--- config.mk ---
export PLATFORM = sky130hd
export DESIGN_NAME = uart_receiver
export DESIGN_NICKNAME = d
export VERILOG_FILES = /design/src/rtl/uart_receiver.sv
export SDC_FILE = /design/constraint.sdc
export NUM_CORES = 1
export LEC_CHECK = 0
export CAP_MARGIN = 20
export CORE_UTILIZATION = 57
export DETAILED_ROUTE_END_ITERATION = 12
export GPL_TIMING_DRIVEN = 0
export PLACE_DENSITY = 0.85
export SKIP_LAST_GASP = 1
export SLEW_MARGIN = 10
export SYNTH_ARGS = -nofsm -noshare
export SYNTH_HDL_FRONTEND = slang
export SYNTH_SLANG_ARGS = --single-unit
--- constraint.sdc ---
create_clock -name clk -period 2.3 [get_ports clk]
set_input_delay 0.46 -clock clk [delete_from_list [all_inputs] [get_ports clk]]
set_output_delay 0.46 -clock clk [all_outputs]
set_load 0.03 [all_outputs]
--- src/rtl/uart_receiver.sv ---
// uart_receiver: mid-bit sampling UART receiver (8N1 default, idle-high, LSB first)
// Ports:
//   clk          system clock, rising edge
//   i_reset      asynchronous active-high reset
//   i_rx_data    serial line, asynchronous to clk, idle high
//   o_data       last correctly framed word, held until the next good frame
//   o_valid      one-cycle pulse when o_data updates
//   o_frame_err  one-cycle pulse when the stop bit is sampled low
//   o_busy       high whenever the FSM is not idle
//   o_parity_err (UART_RX_PARITY_EN only) pulses with o_valid on a parity mismatch
// Optional parity: define UART_RX_PARITY_EN to add a parity bit (PARITY_ODD selects odd).
module uart_receiver #(
    parameter int DATAWIDTH    = 8,
    parameter int CLKS_PER_BIT = 10416
`ifdef UART_RX_PARITY_EN
    , parameter bit PARITY_ODD = 1'b0
`endif
) (
    input  logic                 clk,
    input  logic                 i_reset,
    input  logic                 i_rx_data,
    output logic [DATAWIDTH-1:0] o_data,
    output logic                 o_valid,
    output logic                 o_frame_err,
    output logic                 o_busy
`ifdef UART_RX_PARITY_EN
    , output logic               o_parity_err
`endif
);
    localparam int CW = $clog2(CLKS_PER_BIT);
    localparam int BW = $clog2(DATAWIDTH + 1);
    localparam logic [CW-1:0] HALF = CW'(CLKS_PER_BIT / 2 - 1);
    localparam logic [CW-1:0] FULL = CW'(CLKS_PER_BIT - 1);
    localparam logic [BW-1:0] LAST = BW'(DATAWIDTH - 1);

`ifdef UART_RX_PARITY_EN
    typedef enum logic [2:0] {IDLE, START, DATA, PARITY, STOP, BREAK} state_t;
    logic par_bit;
`else
    typedef enum logic [2:0] {IDLE, START, DATA, STOP, BREAK} state_t;
`endif

    state_t                 state;
    logic [CW-1:0]          cnt;
    logic [BW-1:0]          bit_idx;
    logic [DATAWIDTH-1:0]   shreg;
    logic                   sync1, rx_s;

    // Both flops reset to the idle level so a reset never looks like a start bit.
    always_ff @(posedge clk or posedge i_reset) begin
        if (i_reset) begin
            sync1 <= 1'b1;
            rx_s  <= 1'b1;
        end else begin
            sync1 <= i_rx_data;
            rx_s  <= sync1;
        end
    end

    always_ff @(posedge clk or posedge i_reset) begin
        if (i_reset) begin
            state       <= IDLE;
            cnt         <= '0;
            bit_idx     <= '0;
            shreg       <= '0;
            o_data      <= '0;
            o_valid     <= 1'b0;
            o_frame_err <= 1'b0;
            o_busy      <= 1'b0;
`ifdef UART_RX_PARITY_EN
            par_bit      <= 1'b0;
            o_parity_err <= 1'b0;
`endif
        end else begin
            o_valid     <= 1'b0;
            o_frame_err <= 1'b0;
`ifdef UART_RX_PARITY_EN
            o_parity_err <= 1'b0;
`endif
            case (state)
                IDLE: if (!rx_s) begin
                    state  <= START;
                    cnt    <= '0;
                    o_busy <= 1'b1;
                end
                // A start bit that is high again at mid-bit is treated as a glitch.
                START: if (cnt == HALF) begin
                    cnt     <= '0;
                    bit_idx <= '0;
                    state   <= rx_s ? IDLE : DATA;
                    o_busy  <= !rx_s;
                end else cnt <= cnt + 1'b1;
                DATA: if (cnt == FULL) begin
                    cnt     <= '0;
                    shreg   <= {rx_s, shreg[DATAWIDTH-1:1]};
                    bit_idx <= bit_idx + 1'b1;
`ifdef UART_RX_PARITY_EN
                    if (bit_idx == LAST) state <= PARITY;
`else
                    if (bit_idx == LAST) state <= STOP;
`endif
                end else cnt <= cnt + 1'b1;
`ifdef UART_RX_PARITY_EN
                PARITY: if (cnt == FULL) begin
                    cnt     <= '0;
                    par_bit <= rx_s;
                    state   <= STOP;
                end else cnt <= cnt + 1'b1;
`endif
                STOP: if (cnt == FULL) begin
                    cnt <= '0;
                    if (rx_s) begin
                        o_data  <= shreg;
                        o_valid <= 1'b1;
                        state   <= IDLE;
                        o_busy  <= 1'b0;
`ifdef UART_RX_PARITY_EN
                        o_parity_err <= (^shreg ^ PARITY_ODD) != par_bit;
`endif
                    end else begin
                        o_frame_err <= 1'b1;
                        state       <= BREAK;
                    end
                end else cnt <= cnt + 1'b1;
                // Held-low line: wait for idle rather than decoding 0x00 frames.
                BREAK: if (rx_s) begin
                    state  <= IDLE;
                    o_busy <= 1'b0;
                end
                default: begin
                    state  <= IDLE;
                    o_busy <= 1'b0;
                end
            endcase
        end
    end
endmodule
# == Yosys cells after proc, flatten, opt, wreduce, memory -nomap -nowiden ==
# Index checks and enable logic that the tools add are counted.
# totals
ff_bits,42
romBits,0
latchBits,0
wordCells,64
n_memories,0
ram_bits,0
# op_classes
bitwise,1
reduce_logical,11
n_addsub,2
div,0
eq_ne,13
magnitude_cmp,0
mul,0
shifts,0
muxes,27
# ops
cell,count
14-bit two-way mux,3
14-bit one-hot mux with 3 select lines,1
3-bit two-way mux,7
3-bit one-hot mux with 5 select lines,1
14-bit by 1-bit adder with 14-bit output (second input constant),1
14-bit by 13-bit equality test with 1-bit output (second input constant),1
14-bit equality test (second input constant),1
2-bit != test (second input constant),6
1-bit two-way mux,10
4-bit two-way mux,2
4-bit one-hot mux with 2 select lines,1
3-bit by 2-bit equality test with 1-bit output (second input constant),2
3-bit AND reduction,2
6-bit AND reduction,1
1-bit one-hot mux with 5 select lines,1
4-bit by 1-bit adder with 4-bit output (second input constant),1
4-bit by 3-bit equality test with 1-bit output (second input constant),1
2-bit AND reduction,2
4-bit AND reduction,1
3-bit by 1-bit equality test with 1-bit output (second input constant),1
3-bit equality test (second input constant),1
3-bit logical NOT,1
3-bit nonzero test,1
2-bit two-way mux,1
other kinds (4),4

# == Longest topological paths before layout ==
# Gate-level depths: netlist (run 1).
# logic_depth
depth_word,4
ltp_mapped,7
mapped_depth_nobuf,6

# == Worst setup path before layout (run 1) ==
# Ideal clock, no wire load.
# synth_timing
path_type,reg-to-reg
from,register cnt[0]
to,register o_data[0]
arrival_ns,1.883
t_required_ns,2.172
path_buffers,1
synth_period_minus_slack_ns,2.010
setup_ns,0.128
path_slack_ns,0.290
stages_incl_launch_ff,7
path_cell_list,dfrtp_1 > ha_1 > nand4_4 > nor4_4 > and3_1 > buf_4 > mux2_1
# synth_via
elab_chain_cells,2
# synth_lines
element,line_no,rtl
start: declaration,44,logic [CW-1:0] cnt;
start signal: assignment,92,end else cnt <= cnt + 1'b1;
start signal: assignment,102,end else cnt <= cnt + 1'b1;
start signal: assignment,124,end else cnt <= cnt + 1'b1;
14-bit equality test,110,STOP: if (cnt == FULL) begin
3-bit AND reduction (no line),--,
end signal: assignment,113,o_data <= shreg;
end: declaration,22,"output logic [DATAWIDTH-1:0] o_data,"
# Every way passes these cells.
# A chain may end at the register's enable or synchronous reset.

# == Worst setup path after layout (run 1) ==
# layout_timing
from,register cnt[0]
to,register cnt[8]
# layout_via
elab_chain_cells,3
elab_cells_between_ends,6
cone_classes,add/sub: 1; eq/ne: 2; mux: 3
# layout_lines
element,line_no,rtl
14-bit by 1-bit adder with 14-bit output (tied with other cells),"92, 102, 124",
14-bit two-way mux (on tied branches),"93, 110, 87",
14-bit one-hot mux with 3 select lines *,80,case (state)
# Mark *: on every way between the ends. The rest lies on a longest branch, timed or not.

==> results of run 1 <==
[registers in the layout, summed over array words and instances (netlist names)]
signal       count
o_valid          1
rx_s             1
sync1            1
cnt             14
state            3
o_busy           1
shreg            8
o_data           8
bit_idx          4
o_frame_err      1
[cell usage in the layout (no fill, tap or decap), types with 2 or more instances in the layout]
cell type,n
buf_2,3
buf_6,3
or4_1,2
clkinvlp_4,2
ha_1,2
clkbuf_4,5
a21oi_1,14
a22o_1,4
nor3_1,6
nor2_1,10
a31oi_1,4
clkdlybuf4s50_1,13
buf_4,2
mux2_1,14
nor4b_1,2
and3_1,4
or3_2,2
dfrtp_1,40
nand3_1,5
dfstp_2,2
inv_1,6
and3_2,2
a211o_1,2
nand4_1,4
nand2_1,17
o21ai_0,8
o21bai_1,2
o21ai_1,3
[power by group]
part	total, uW	internal [uW]	switching (uW)
clock network	472	228	245
registers	742	741	0.512
logic	22.0	4.65	17.4
total	1240	974	263
[per-layer routing]
layer | up-vias | GRT usage, % | share of wire [%]
met5 | - | 0 | 0
met4 | 0 | 8.14 | 1.6
met3 | 7 | 6.39 | 5.0
met2 | 46 | 42.3 | 52
met1 | 777 | 27.1 | 41
li1 | 744 | - | -
[repair_timing]
| action | 4_1_cts | 5_1_grt |
|---|---|---|
| buffers inserted | 0 | 1 |
| gates resized for setup | 0 | 1 |
| setup endpoints to repair | 5 | 15 |
| gates cloned | 0 | 0 |
| pin swaps | 1 | 1 |
[critical path, delay by kind of cell (launching register included)]
| family | cells | cell delay, ns |
|---|---|---|
| buffers and inverters | 2 | 0.38 |
| adders and majority gates | 1 | 0.26 |
| AOI/OAI and AO/OA | 3 | 0.57 |
| and+or+nand+nor | 2 | 0.40 |
| DFF | 1 | 0.47 |
[how the worst max path moves through the flow]
stage | cells past startpoint | endpoint | slack, ns | startpoint
3_3_place_gp | 6 | o_data[0]$_DFFE_PP0P_ | 0.09 | cnt[0]$_DFFE_PP0P_
3_5_place_dp | 6 | o_data[7]$_DFFE_PP0P_ | 0.002 | cnt[0]$_DFFE_PP0P_
4_1_cts | 6 | cnt[8]$_DFFE_PP0P_ | 0.04 | cnt[12]$_DFFE_PP0P_
2_1_floorplan | 6 | o_data[0]$_DFFE_PP0P_ | 0.29 | cnt[0]$_DFFE_PP0P_
6_report | 8 | cnt[8]$_DFFE_PP0P_ | 0.11 | cnt[0]$_DFFE_PP0P_
5_1_grt | 8 | cnt[8]$_DFFE_PP0P_ | -0.003 | cnt[0]$_DFFE_PP0P_
[cell families after synthesis]
logic type                 share of synthesized area (%)
and+or+nand+nor                                     19.4
buffers and inverters                               4.13
AOI/OAI and AO/OA                                   14.9
muxes                                               8.57
adders and majority gates                           1.80
xor gates and xnor gates                           0.839
DFF                                                 50.4
[area by class of cell]
cell class	instances	area (um2)
Timing Repair Buffer	14	138
Inverter	7	26.3
Tap cell	46	57.6
Buffer	8	60.1
Fill cell	248	1050
Clock inverter	3	45.0
Clock buffer	5	37.5
Multi-Input combinational cell	135	951
Sequential cell	42	1050
[metrics by stage]
| stage | hold WS, ns | TNS (ns) | util, % |
|---|---|---|---|
| final | 0.373 | 0 | 69.3 |
| after global routing | 0.372 | -0.00322 | 69.3 |
| after CTS | 0.369 | 0 | 69.0 |
| after detailed placement | 0.351 | 0 | 66.6 |
| after global placement | 0.355 | 0 | 66.6 |
| after floorplan | 0.345 | 0 | - |
==> flow_summary.json, run 1 <==
{
  "outcome": "finished, final reports clean",
  "drc_errors": 0,
  "setup_violations": 0,
  "arrival_ns": 2.45,
  "gp_congestion": 0.812,
  "die_x_um": 62.5,
  "relSlewSlack_pct": 44.1,
  "pin_count": 14,
  "slew_viol_final": 0,
  "setup_ws_ns": 0.113,
  "synth-async-reset-ratio_pct": 100,
  "cp-start-kind": "flop",
  "timing.rr.start": "cnt[0]$_DFFE_PP0P_",
  "ant_nets": 0,
  "synth_commonest_cells": "dfrtp_1 (40), nand2_1 (17), a21oi_1 (14), mux2_1 (14), nor2_1 (10)",
  "synthesis.instances": 192,
  "grt_usage_pct": 23.7,
  "fin_skew_ns": 0.00609,
  "min_period_ns": 2.19,
  "totalPowerFinal_uw": 1240,
  "coreArea_um2": 3420,
  "yosysMostFrequentCell": "dfrtp_1",
  "path_max_fanout": 10,
  "antenna_found_initial": 0,
  "ys_top_cells_by_area": "dfrtp_1 (48%), mux2_1 (7.5%), a21oi_1 (3.4%), nand2_1 (3.1%), dfstp_2 (2.5%)",
  "path_class": "reg2reg",
  "place_hpwl_mm": 2.92,
  "synth-edff-count": 0,
  "placed_cells": 251,
  "ys_seq_area_share_pct": 50.4,
  "r2r_end": "cnt[8]$_DFFE_PP0P_",
  "critical_path_required_ns": 2.56,
  "fp.dieH_um": 62.5,
  "design_area_um2": 2370,
  "via_per_inst": 6.05,
  "p_leak_uw": 0.00108,
  "rows": 21,
  "hp-start": "sync1$_DFF_PP1_",
  "htreeDepth": 2,
  "initial_core_util_pct": 61.1,
  "min_to": "rx_s$_DFF_PP1_",
  "grt_max_degree": 43,
  "slowest_stage": "dfrtp_1",
  "numPortBuffers": 13,
  "reg2reg_slack_ns": 0.11,
  "clock-sinks": 42,
  "dpl_cell_area_um2": 2280,
  "synth_warnings": 0,
  "routed_wirelength_mm": 4.08,
  "drtPass1Iterations": 4,
  "postSynthAreaPerCell_um2": 10.9,
  "cpPeakStageDelay_ns": 0.47,
  "cts_root_buffer": "clkbuf_4",
  "cts_tree": "done",
  "layout-drive-gt1-share_pct": 16.8,
  "synth.cell_area_um2": 2090,
  "cp-end-kind": "flop",
  "synth_top_area_share_pct": 47.9,
  "hold_class": "reg2reg",
  "synth_fp_nets": 198,
  "worstMarginPinSlew_ns": 0.837,
  "grt_pass1_vias": 1559,
  "diodes": 0,
  "drt_iter0_drc": 91,
  "whs_path_depth": 0,
  "clk_latency_ns": 0.36,
  "fmax_mhz": 457,
  "grt_pass1_wl_mm": 7.12,
  "hold_viol": 0,
  "synth_cell_types": 53,
  "cts_buffers": 5,
  "grt-ovfl-total": 0,
  "area.growth.synth_to_final_pct": 13.4,
  "dpl_worst_slack_ns": 0.00209,
  "die-area_um2": 3910,
  "peakVddDrop_v": 0.000395,
  "cellPowerDensity_nw_per_um2": 522,
  "num_vias": 1574,
  "fin_cells": 260,
  "clkTransAtPathRegs_ns": 0.12,
  "clockBufferDepth": 2,
  "cp_cell_sequence": "ha_2 -> nand4_4 -> nor4_4 -> buf_4 -> a2bb2oi_2 -> buf_6 -> o21ai_1 -> a22o_1",
  "drv_cap": 0,
  "wire_per_inst_um": 15.7,
  "finalCritPeriodShare_pct": 95.1,
  "r2r_cells": 8,
  "hold_buffers": 0,
  "ys_ff_latch": 42,
  "synth_top_cell_by_area": "dfrtp_1",
  "final_nets": 219,
  "ys.flop_type": "dfrtp_1"
}
Power figures use the tool's default switching activity.
==> run 2: changes to the inputs <==
- SLEW_MARGIN: 10 -> 20
==> run 2 against run 1 <==
Net effect: sequential power about the same; maximum frequency increased by 2.5%; total power increased by 9.5%; non-clock buffer count increased by 2; combinational power increased by 27%; clock power increased by 24%.
==> flow_summary.json, run 2 (synthesis gave the netlist of run 1 again) <==
{
  "min_to": "rx_s$_DFF_PP1_",
  "rows": 21,
  "grt-ovfl-total": 0,
  "area.growth.synth_to_final_pct": 16.1,
  "initial_core_util_pct": 61.1,
  "arrival_ns": 2.39,
  "die_x_um": 62.5,
  "routed_wirelength_mm": 4.17,
  "wire_per_inst_um": 15.9,
  "worstSetupPathDepth": 8,
  "finalCritPeriodShare_pct": 92.8,
  "reg2reg_slack_ns": 0.17,
  "slowest_stage": "dfrtp_1",
  "gp_congestion": 0.812,
  "cellPowerDensity_nw_per_um2": 558,
  "die-area_um2": 3910,
  "slew_viol_final": 0,
  "clockBufferDepth": 2,
  "cp-end-kind": "flop",
  "setup_violations": 0,
  "top_register": "cnt",
  "worstMarginPinSlew_ns": 0.573,
  "relSlewSlack_pct": 61.8,
  "place_hpwl_mm": 3.05,
  "grt_max_degree": 27,
  "final_core_util_pct": 71.0,
  "path_class": "reg2reg",
  "final_common_cell": "dfrtp_1",
  "largest_reg_flops": 14,
  "final_nets": 221,
  "hold_buffers": 0,
  "drtPass1Iterations": 4,
  "clk_latency_ns": 0.36,
  "reg_top3": "cnt (14), o_data (8), shreg (8)",
  "numPortBuffers": 13,
  "cts_root_buffer": "clkbuf_4",
  "via_per_inst": 6.13,
  "cpPeakStageDelay_ns": 0.47,
  "outcome": "finished, final reports clean",
  "fillCellCount": 233,
  "clkTransAtPathRegs_ns": 0.13,
  "hold_viol": 0,
  "design_area_um2": 2420,
  "critical_path_required_ns": 2.55,
  "cp_cell_sequence": "ha_1 -> nand4_4 -> nor4_4 -> buf_4 -> a2bb2oi_2 -> buf_6 -> nor3_1 -> a211o_1",
  "num_vias": 1605,
  "peakVddDrop_v": 0.000633,
  "hp-start": "sync1$_DFF_PP1_",
  "hold_class": "reg2reg",
  "grt_pass1_vias": 1645,
  "diodes": 0,
  "path_buf_inv": 2,
  "path_max_fanout": 10,
  "coreArea_um2": 3420,
  "grt_usage_pct": 24.8,
  "cts_buffers": 5,
  "drv_cap": 0,
  "dpl_cell_area_um2": 2300,
  "multi_input_area_um2": 948,
  "drc_errors": 0,
  "whs_path_depth": 0,
  "htreeDepth": 2,
  "ant_nets": 0,
  "antenna_found_initial": 0,
  "layout-drive-gt1-share_pct": 17.1,
  "seqCellArea_um2": 1050,
  "fp.dieH_um": 62.5,
  "crit_start": "cnt[0]$_DFFE_PP0P_",
  "pin_count": 14,
  "r2r_end": "cnt[5]$_DFFE_PP0P_",
  "fin_skew_ns": 0.00689,
  "layout_common_cells": "dfrtp_1 (40), nand2_1 (17), a21oi_1 (14), mux2_1 (14), clkdlybuf4s50_1 (13)",
  "drt_iter0_drc": 79,
  "cp-start-kind": "flop",
  "timing.rr.start": "cnt[0]$_DFFE_PP0P_",
  "r2r_cells": 8,
  "min_period_ns": 2.13,
  "clock-sinks": 42,
  "critical-path-top-delay-family": "flip-flops",
  "p_leak_uw": 0.00112,
  "cts_tree": "done",
  "fmax_mhz": 469,
  "grt_pass1_wl_mm": 7.48
}
==> run 2: area by class of cell <==
type,count,area share (%)
clock inverter,3,2.84
timing repair buffer,16,7.12
buffer,8,2.48
clock buffer,5,1.55
tap,46,2.37
inverter,7,1.08
multi-input combinational,135,39.1
sequential,42,43.4
==> run 2: worst register-to-register path, cell delays in order (launching register included) <==
cell       delay, ns
dfrtp_1         0.47
ha_1            0.29
nand4_4         0.16
nor4_4          0.22
buf_4           0.19
a2bb2oi_2       0.20
buf_6           0.17
nor3_1          0.06
a211o_1         0.26
==> run 2: power breakdown <==
group | switching, uW | internal [uW]
registers | 0.635 | 741
clock network | 244 | 340
logic | 18.4 | 9.42
total | 263 | 1090
==> run 2: worst max-delay path by stage <==
stage and end:
3_5_place_dp o_data[1]$_DFFE_PP0P_, 6_report cnt[5]$_DFFE_PP0P_, 4_1_cts o_data[1]$_DFFE_PP0P_, 3_3_place_gp o_data[0]$_DFFE_PP0P_
5_1_grt cnt[8]$_DFFE_PP0P_, 2_1_floorplan o_data[0]$_DFFE_PP0P_
==> run 2: metrics by stage <==
stage	total power (uW)	hold WS [ns]	setup slack [ns]	setup TNS (ns)	instances
final	1350	0.375	0.166	0	262
after global routing	1390	0.372	-0.00917	-0.00917	262
after CTS	1360	0.372	0.0357	0	260
after detailed placement	785	0.354	-0.0233	-0.0591	252
after global placement	778	0.355	0.0929	0	251
after floorplan	771	0.345	0.290	0	192
==> run 2: what timing repair did <==
action	in CTS	in global routing
setup endpoints to repair	8	27
gates resized for setup	0	0
gates cloned	0	0
buffers inserted	0	2
pin swaps	1	1
==> run 2: layer usage <==
metal  global-route usage [%]  part of all wire (%)
met3                     6.39                   4.4
met5                        0                     0
met4                     9.30                   2.2
met2                     43.9                    52
met1                     28.5                    41
